**src/rtl/shiftreg_pkg.sv**
```systemverilog
// shiftreg_pkg
// Shared types for the multi-mode right-shift register:
//   mode_t  - manual operation selected by the 'mode' port while idle
//   state_t - auto-sequence controller states
package shiftreg_pkg;

  typedef enum logic [1:0] {
    MODE_HOLD  = 2'd0,
    MODE_CLEAR = 2'd1,
    MODE_LOAD  = 2'd2,
    MODE_SHIFT = 2'd3
  } mode_t;

  typedef enum logic [1:0] {
    ST_IDLE = 2'd0,
    ST_RUN  = 2'd1,
    ST_DONE = 2'd2
  } state_t;

endpackage

```
**src/rtl/shiftreg_iter_cnt.sv**
```systemverilog
// shiftreg_iter_cnt
// Iteration counter for the auto shift sequence.
// Ports:
//   clk  in   clock
//   rst  in   synchronous active-high reset (count -> 0)
//   clr  in   synchronous clear (count -> 0), below rst in priority
//   inc  in   count one step; the count saturates at NSTEP
//   cnt  out  current count (registered)
//   last out  count equals NSTEP-1, i.e. the next step completes the sequence
module shiftreg_iter_cnt #(
  parameter int NSTEP = 4,
  parameter int CNT_W = $clog2(NSTEP + 1)
) (
  input  logic             clk,
  input  logic             rst,
  input  logic             clr,
  input  logic             inc,
  output logic [CNT_W-1:0] cnt,
  output logic             last
);

  localparam logic [CNT_W-1:0] CNT_MAX  = CNT_W'(NSTEP);
  localparam logic [CNT_W-1:0] CNT_LAST = CNT_W'(NSTEP - 1);

  logic [CNT_W-1:0] cnt_q;
  logic [CNT_W-1:0] cnt_d;

  always_comb begin
    cnt_d = cnt_q;
    if (clr) begin
      cnt_d = '0;
    end else if (inc && (cnt_q != CNT_MAX)) begin
      // Saturate instead of wrapping so a stray extra step cannot alias to 0.
      cnt_d = cnt_q + CNT_W'(1);
    end
  end

  always_ff @(posedge clk) begin
    if (rst) begin
      cnt_q <= '0;
    end else begin
      cnt_q <= cnt_d;
    end
  end

  assign cnt  = cnt_q;
  assign last = (cnt_q == CNT_LAST);

endmodule

```
**src/rtl/shiftreg_mc.sv**
```systemverilog
// shiftreg_mc
// Multi-mode right-shift register holding the intermediate result of the
// Montgomery datapath. Manual ops (hold/clear/load/shift) while idle, plus a
// self-timed sequence: one load followed by WIDTH/SHIFT shift steps.
// Ports:
//   clk   in   clock
//   rst   in   synchronous active-high reset
//   ena   in   clock enable; when low all state holds (DONE still exits)
//   mode  in   manual op while idle: 0 hold, 1 clear, 2 load, 3 shift
//   start in   begin auto sequence (idle only, beats mode)
//   din   in   parallel load data
//   sin   in   serial fill bits entering at the MSB end
//   q     out  register contents
//   sout  out  bits most recently shifted out of the LSB end
//   iter  out  shift steps completed in the current/last auto sequence
//   busy  out  auto sequence running
//   done  out  one-cycle completion pulse
module shiftreg_mc
  import shiftreg_pkg::*;
#(
  parameter int WIDTH = 8,
  parameter int SHIFT = 1,
  localparam int NSTEP = WIDTH / SHIFT,
  localparam int CNT_W = $clog2(NSTEP + 1)
) (
  input  logic             clk,
  input  logic             rst,
  input  logic             ena,
  input  logic [1:0]       mode,
  input  logic             start,
  input  logic [WIDTH-1:0] din,
  input  logic [SHIFT-1:0] sin,
  output logic [WIDTH-1:0] q,
  output logic [SHIFT-1:0] sout,
  output logic [CNT_W-1:0] iter,
  output logic             busy,
  output logic             done
);

  if ((WIDTH < 2) || (SHIFT < 1) || (SHIFT >= WIDTH) || ((WIDTH % SHIFT) != 0)) begin : g_param_check
    $error("shiftreg_mc: need WIDTH>=2, 1<=SHIFT<WIDTH and WIDTH%%SHIFT==0");
  end

  state_t           state_q, state_d;
  logic [WIDTH-1:0] data_q, data_d;
  logic [SHIFT-1:0] sout_q, sout_d;

  logic             cnt_clr;
  logic             cnt_inc;
  logic             cnt_last;
  logic [CNT_W-1:0] cnt_val;

  mode_t            mode_op;
  logic [WIDTH-1:0] data_shifted;

  assign mode_op      = mode_t'(mode);
  // Serial bits enter at the MSB end; the bits falling off the LSB go to sout.
  assign data_shifted = {sin, data_q[WIDTH-1:SHIFT]};

  always_comb begin
    state_d = state_q;
    data_d  = data_q;
    sout_d  = sout_q;
    cnt_clr = 1'b0;
    cnt_inc = 1'b0;

    case (state_q)
      ST_IDLE: begin
        if (ena) begin
          if (start) begin
            data_d  = din;
            cnt_clr = 1'b1;
            state_d = ST_RUN;
          end else begin
            case (mode_op)
              MODE_CLEAR: begin
                data_d  = '0;
                sout_d  = '0;
                cnt_clr = 1'b1;
              end
              MODE_LOAD: begin
                data_d = din;
              end
              MODE_SHIFT: begin
                data_d = data_shifted;
                sout_d = data_q[SHIFT-1:0];
              end
              default: begin
              end
            endcase
          end
        end
      end

      ST_RUN: begin
        if (ena) begin
          if (mode_op == MODE_CLEAR) begin
            // Abort: back to idle with a clean register and no done pulse.
            data_d  = '0;
            sout_d  = '0;
            cnt_clr = 1'b1;
            state_d = ST_IDLE;
          end else begin
            data_d  = data_shifted;
            sout_d  = data_q[SHIFT-1:0];
            cnt_inc = 1'b1;
            if (cnt_last) begin
              state_d = ST_DONE;
            end
          end
        end
      end

      ST_DONE: begin
        // The done pulse is exactly one cycle wide even if ena is low.
        state_d = ST_IDLE;
      end

      default: begin
        state_d = ST_IDLE;
      end
    endcase
  end

  always_ff @(posedge clk) begin
    if (rst) begin
      state_q <= ST_IDLE;
      data_q  <= '0;
      sout_q  <= '0;
    end else begin
      state_q <= state_d;
      data_q  <= data_d;
      sout_q  <= sout_d;
    end
  end

  shiftreg_iter_cnt #(
    .NSTEP (NSTEP),
    .CNT_W (CNT_W)
  ) u_iter_cnt (
    .clk  (clk),
    .rst  (rst),
    .clr  (cnt_clr),
    .inc  (cnt_inc),
    .cnt  (cnt_val),
    .last (cnt_last)
  );

  assign q    = data_q;
  assign sout = sout_q;
  assign iter = cnt_val;
  assign busy = (state_q == ST_RUN);
  assign done = (state_q == ST_DONE);

endmodule

```
**config.mk**
```make
export PLATFORM = sky130hd
export DESIGN_NAME = shiftreg_mc
export DESIGN_NICKNAME = d
export VERILOG_FILES = /design/src/rtl/shiftreg_pkg.sv /design/src/rtl/shiftreg_iter_cnt.sv /design/src/rtl/shiftreg_mc.sv
export SDC_FILE = /design/constraint.sdc
export NUM_CORES = 1
export LEC_CHECK = 0
export CAP_MARGIN = 25
export CELL_PAD_IN_SITES_DETAIL_PLACEMENT = 2
export CELL_PAD_IN_SITES_GLOBAL_PLACEMENT = 2
export CORE_MARGIN = 2
export CORE_UTILIZATION = 28
export DETAILED_ROUTE_END_ITERATION = 16
export PLACE_DENSITY = 0.95
export REMOVE_ABC_BUFFERS = 1
export SLEW_MARGIN = 20
export SYNTH_ARGS = -nofsm -noshare
export SYNTH_HDL_FRONTEND = slang
export SYNTH_SLANG_ARGS = --single-unit
```
**constraint.sdc**
```tcl
create_clock -name clk -period 3.2 [get_ports clk]
set_input_delay 0.32 -clock clk [delete_from_list [all_inputs] [get_ports clk]]
set_output_delay 0.32 -clock clk [all_outputs]
set_load 0.05 [all_outputs]
```
Yosys cells after proc, flatten, opt, wreduce, memory -nomap -nowiden

Cells that the tools add are included.
Widths: inputs -> output; s select.

Logic and storage cells: 52
Input bits: 15
Flip-flop bits (word level): 15

Equal/unequal tests: 14
$add $sub $neg: 1
Multiplexer cells: 26
Reduce and logical (&&, ||, !) cells: 7

Operators with widths:

| kind                | count |
|---|---|
| $mux 8              | 4 |
| $pmux 8 s3          | 1 |
| $pmux 8 s2          | 1 |
| $mux 1              | 11 |
| $mux 2              | 5 |
| $ne 2x2->1 const B  | 4 |
| $reduce_and 4->1    | 2 |
| $eq 2x2->1 const B  | 3 |
| $pmux 1 s2          | 3 |
| $ne 5x3->1 const B  | 1 |
| $reduce_and 5->1    | 1 |
| $add 4x1->4 const B | 1 |
| $eq 2x1->1 const B  | 2 |
| $eq 4x3->1 const B  | 1 |
| $ne 4x4->1 const B  | 1 |
| $pmux 2 s2          | 1 |
| $ne 3x1->1 const B  | 1 |
| $ne 3x2->1 const B  | 1 |
| $logic_not 2->1     | 1 |
| $reduce_bool 2->1   | 1 |
| $reduce_or 2->1     | 1 |
| $logic_and 1x1->1   | 1 |

Depth between registers and ports, before layout

Word-level depth: 6
Mapped depth: 6

By module

A second synthesis with hierarchy kept.

Cell total of the unflattened synthesis: 100
Area, all modules: 988.4 um2

By module, submodules not included:

| module            | cells an instance | times used | area each (um2) |
|---|---|---|---|
| shiftreg_mc       | 74                | 1          | 750.7 |
| shiftreg_iter_cnt | 26                | 1          | 237.7 |

Worst setup path after synthesis

No wires, ideal clock.

Path type: register to register
Start: register u_iter_cnt.cnt_q[0], in the netlist u_iter_cnt.cnt[0]
End: register state_q[0]
Arrival: 1.453 ns
Period minus slack after synthesis: 1.581 ns
Data required time: 3.072 ns
Cell stages (with the launch flop): 6
Setup slack: 1.619 ns
Path through: dfxtp_1 > ha_1 > and3b_1 > o32ai_1 > mux2i_1 > nor2_1

Cells in the longest elaborated chain, start to end: 3

RTL lines:

| item                              | line                    | source |
|---|---|---|
| start, declared                   | shiftreg_iter_cnt.sv:25 | `logic [CNT_W-1:0] cnt_q;` |
| start signal, assigned            | shiftreg_iter_cnt.sv:42 | `cnt_q <= cnt_d;` |
| $eq 4x3->1                        | shiftreg_iter_cnt.sv:47 | `assign last = (cnt_q == CNT_LAST);` |
| $ne 3x1->1 (no source line)       | -                       |  |
| $reduce_and 4->1 (no source line) | -                       |  |
| end signal, assigned              | shiftreg_mc.sv:131      | `state_q <= state_d;` |
| end, declared                     | shiftreg_mc.sv:44       | `state_t state_q, state_d;` |

Every way passes these cells.
A chain may end at the register's enable or synchronous reset.

Final worst setup path

Start: register state_q[0]
End: output busy

Cells in the longest elaborated chain, start to end: 1

RTL lines:

| item          | line               | source |
|---|---|---|
| $eq 2x1->1    | shiftreg_mc.sv:152 | `assign busy = (state_q == ST_RUN);` |
| end, declared | shiftreg_mc.sv:36  | `output logic busy,` |

Every way passes these cells.

==> flow_summary.toml <==
[outcome]
status = "completed"

[timing]
max_freq_ghz = 0.425
hold_violations = 0
period_share = 0.735
skew_ns = 0.00520
slew_violations = 0
worst_slew_pin_slew_ns = 0.720
finalSetupViolations = 0
setup_slack_ns = 0.848
rsz0062_at_grt = "no"
period_minus_slack_ns = 2.35
final.setup.tns_ns = 0
slew_headroom = 0.518

[global_routing]
antenna_found_initial = 0
grtUsageTotal = 0.170
grt_overflow_total = 0
grt_start_max_net_pins = 13
grt_pass1_vias = 953
grt_pass1_wl_um = 4670

[die]
die_area_um2 = 3730
die_w_um = 61.1
core_um2 = 3080
rows = 20
initial_utilization = 0.296
die_h_um = 61.1
io_pins = 30

[synthesis]
synth_cells = 99
yosys_warnings = 0
synth_cell_types = 32
synth_top_family_by_area = "simple AND/OR/NAND/NOR gates"
synth.avg_cell_area_um2 = 9.21
synth.mux.area_fraction = 0.160
synth_simple_gate_area_share = 0.219
synth-compound-area-share = 0.203
synth_area_um2 = 912
ys_seq_area_frac = 0.329
yosys.area_share.adder = 0.0274
synth_seq_cells = 15
synthXorXnorAreaFrac = 0.0192

[pwr]
ir_worst_vdd_v = 0.000157
p_per_area_nw_per_um2 = 381
switchingPower_mw = 0.170
p_sw_frac = 0.354
sequentialPowerShare = 0.438
clkPwrFrac = 0.243
combPwrFrac = 0.319
p_int_mw = 0.311
p_leak_nw = 0.495

[place]
dp_hpwl_um = 2230
pre_cts_ws_ns = 0.822
place_congestion = 0.793
io_buffers = 29

[finish]
diodes = 0
final_cell_mix = "clkdlybuf4s50_1 (29), nor2_1 (18), dfxtp_1 (15), nor3_1 (9)"
final_common_cell = "clkdlybuf4s50_1"
drive_above_1_share = 0.116
final_net_count = 147
synthToLayoutAreaGrowth_pct = 38.3

[clock_network]
numCtsBuffers = 3
clk_pin_slew_ns = 0.10
post_cts.repair.setup_buffers = 0
clk_path_buf_depth = 2
cts_tree = "built"
cts-root-buf = "clkbuf_4"
cts_num_sinks = 15
holdBufCountCts = 0
htreeDepth = 1
insertion_delay_ns = 0.30
cts_resized = 0

[critical_path]
critPathLaunchType = "flop"
endpoint_kind = "primary output"
critPathArrivalTime_ns = 2.03
crit_type = "reg -> out"
required_ns = 2.88
cp_max_fo = 10

[detailed_routing]
firstDrtPassIters = 4
wl_per_cell_um = 16.9
viasPerCell = 5.14
antenna_left = 0
drtIter0Drc = 34
drc = 0
drt_wl_total_um = 2920
route.vias.total = 890

[worst_hold_path]
hold_class = "reg -> reg"

[flow_run]
drv_cap = 0
worst max-delay path, stage by stage (launching register included):
cell and delay (ns):
dfxtp_1 0.57, nand2b_2 0.17, inv_1 0.16, clkdlybuf4s50_1 0.83
final cells by class:
cell class,instances,area [um^2]
fillers,356,1820
inverters,4,15.0
well taps,44,55.1
flip-flops and latches,15,300
repair buffers,29,290
clock buffers,4,26.3
multi-input cells,77,574
stage by stage:
step	instances	cell area, um^2	power [mW]	hold slack, ns	utilization
2_1_floorplan	96	890	0.307	0.389	-
3_3_place_gp	169	1230	0.362	0.439	0.401
3_5_place_dp	169	1230	0.369	0.457	0.401
4_1_cts	173	1260	0.486	0.470	0.410
5_1_grt	173	1260	0.505	0.496	0.410
6_report	173	1260	0.481	0.463	0.410
synth_stat cells:
master / count / area, um^2
dfxtp_1: 15 / 300
a21o_1: 1 / 7.51
inv_1: 4 / 15.0
a221oi_1: 7 / 61.3
o2111ai_1: 2 / 17.5
mux2_4: 7 / 105
buf_4: 1 / 7.51
and2b_1: 1 / 7.51
nor3_1: 9 / 45.0
nand2b_1: 1 / 6.26
a21oi_1: 2 / 10.0
nand2b_2: 1 / 8.76
xnor2_1: 2 / 17.5
nor2b_1: 3 / 18.8
or2b_1: 1 / 7.51
o41ai_4: 1 / 27.5
clkbuf_1: 1 / 3.75
nand4_1: 2 / 12.5
nor2_2: 1 / 6.26
o21a_1: 1 / 7.51
mux2_2: 1 / 11.3
a221oi_2: 1 / 15.0
nand2_1: 3 / 11.3
buf_6: 1 / 11.3
nor2_1: 18 / 67.6
and3b_1: 1 / 8.76
a21boi_1: 1 / 7.51
o21ai_0: 3 / 15.0
o32ai_1: 1 / 8.76
mux2i_1: 3 / 30.0
ha_1: 2 / 25.0
o211ai_1: 1 / 7.51
registers in the layout, summed over array words and instances, names as in the netlist:
name / flops
state_q: 2
u_iter_cnt.cnt: 4
q: 8
sout: 1
power groups by stage:
stage | clock network, mW | logic, mW | registers, mW
detailed placement | 0 | 0.154 | 0.215
global placement | 0 | 0.148 | 0.214
finish | 0.117 | 0.154 | 0.210
CTS | 0.121 | 0.155 | 0.211
floorplan | 0 | 0.0639 | 0.243
global route | 0.129 | 0.164 | 0.213
layer usage:
layer / routed length [um] / share of wire / vias up / global-route usage
met5: 0 / 0 / - / 0
met4: 63 / 0.022 / 0 / 0.0652
met3: 95 / 0.033 / 5 / 0.0189
met2: 1530 / 0.53 / 22 / 0.301
met1: 1220 / 0.42 / 438 / 0.211
li1: - / - / 425 / -
cell families after synthesis:
| group | Yosys count |
|---|---|
| mux | 11 |
| xor+xnor | 2 |
| fa+ha+maj | 2 |
| compound gates | 21 |
| flops | 15 |
| simple gates | 41 |
| buf+inv | 7 |
worst paths after layout:
check	start	endpoint	slack (ns)	cells after the start
max	state_q[0]	busy	0.85	3
min	sout	sout	0.46	2
min reg2reg	sout	sout	0.46	2
max reg2reg	state_q[0]	q[1]	1.33	4
(Power assumes the default switching activity.)
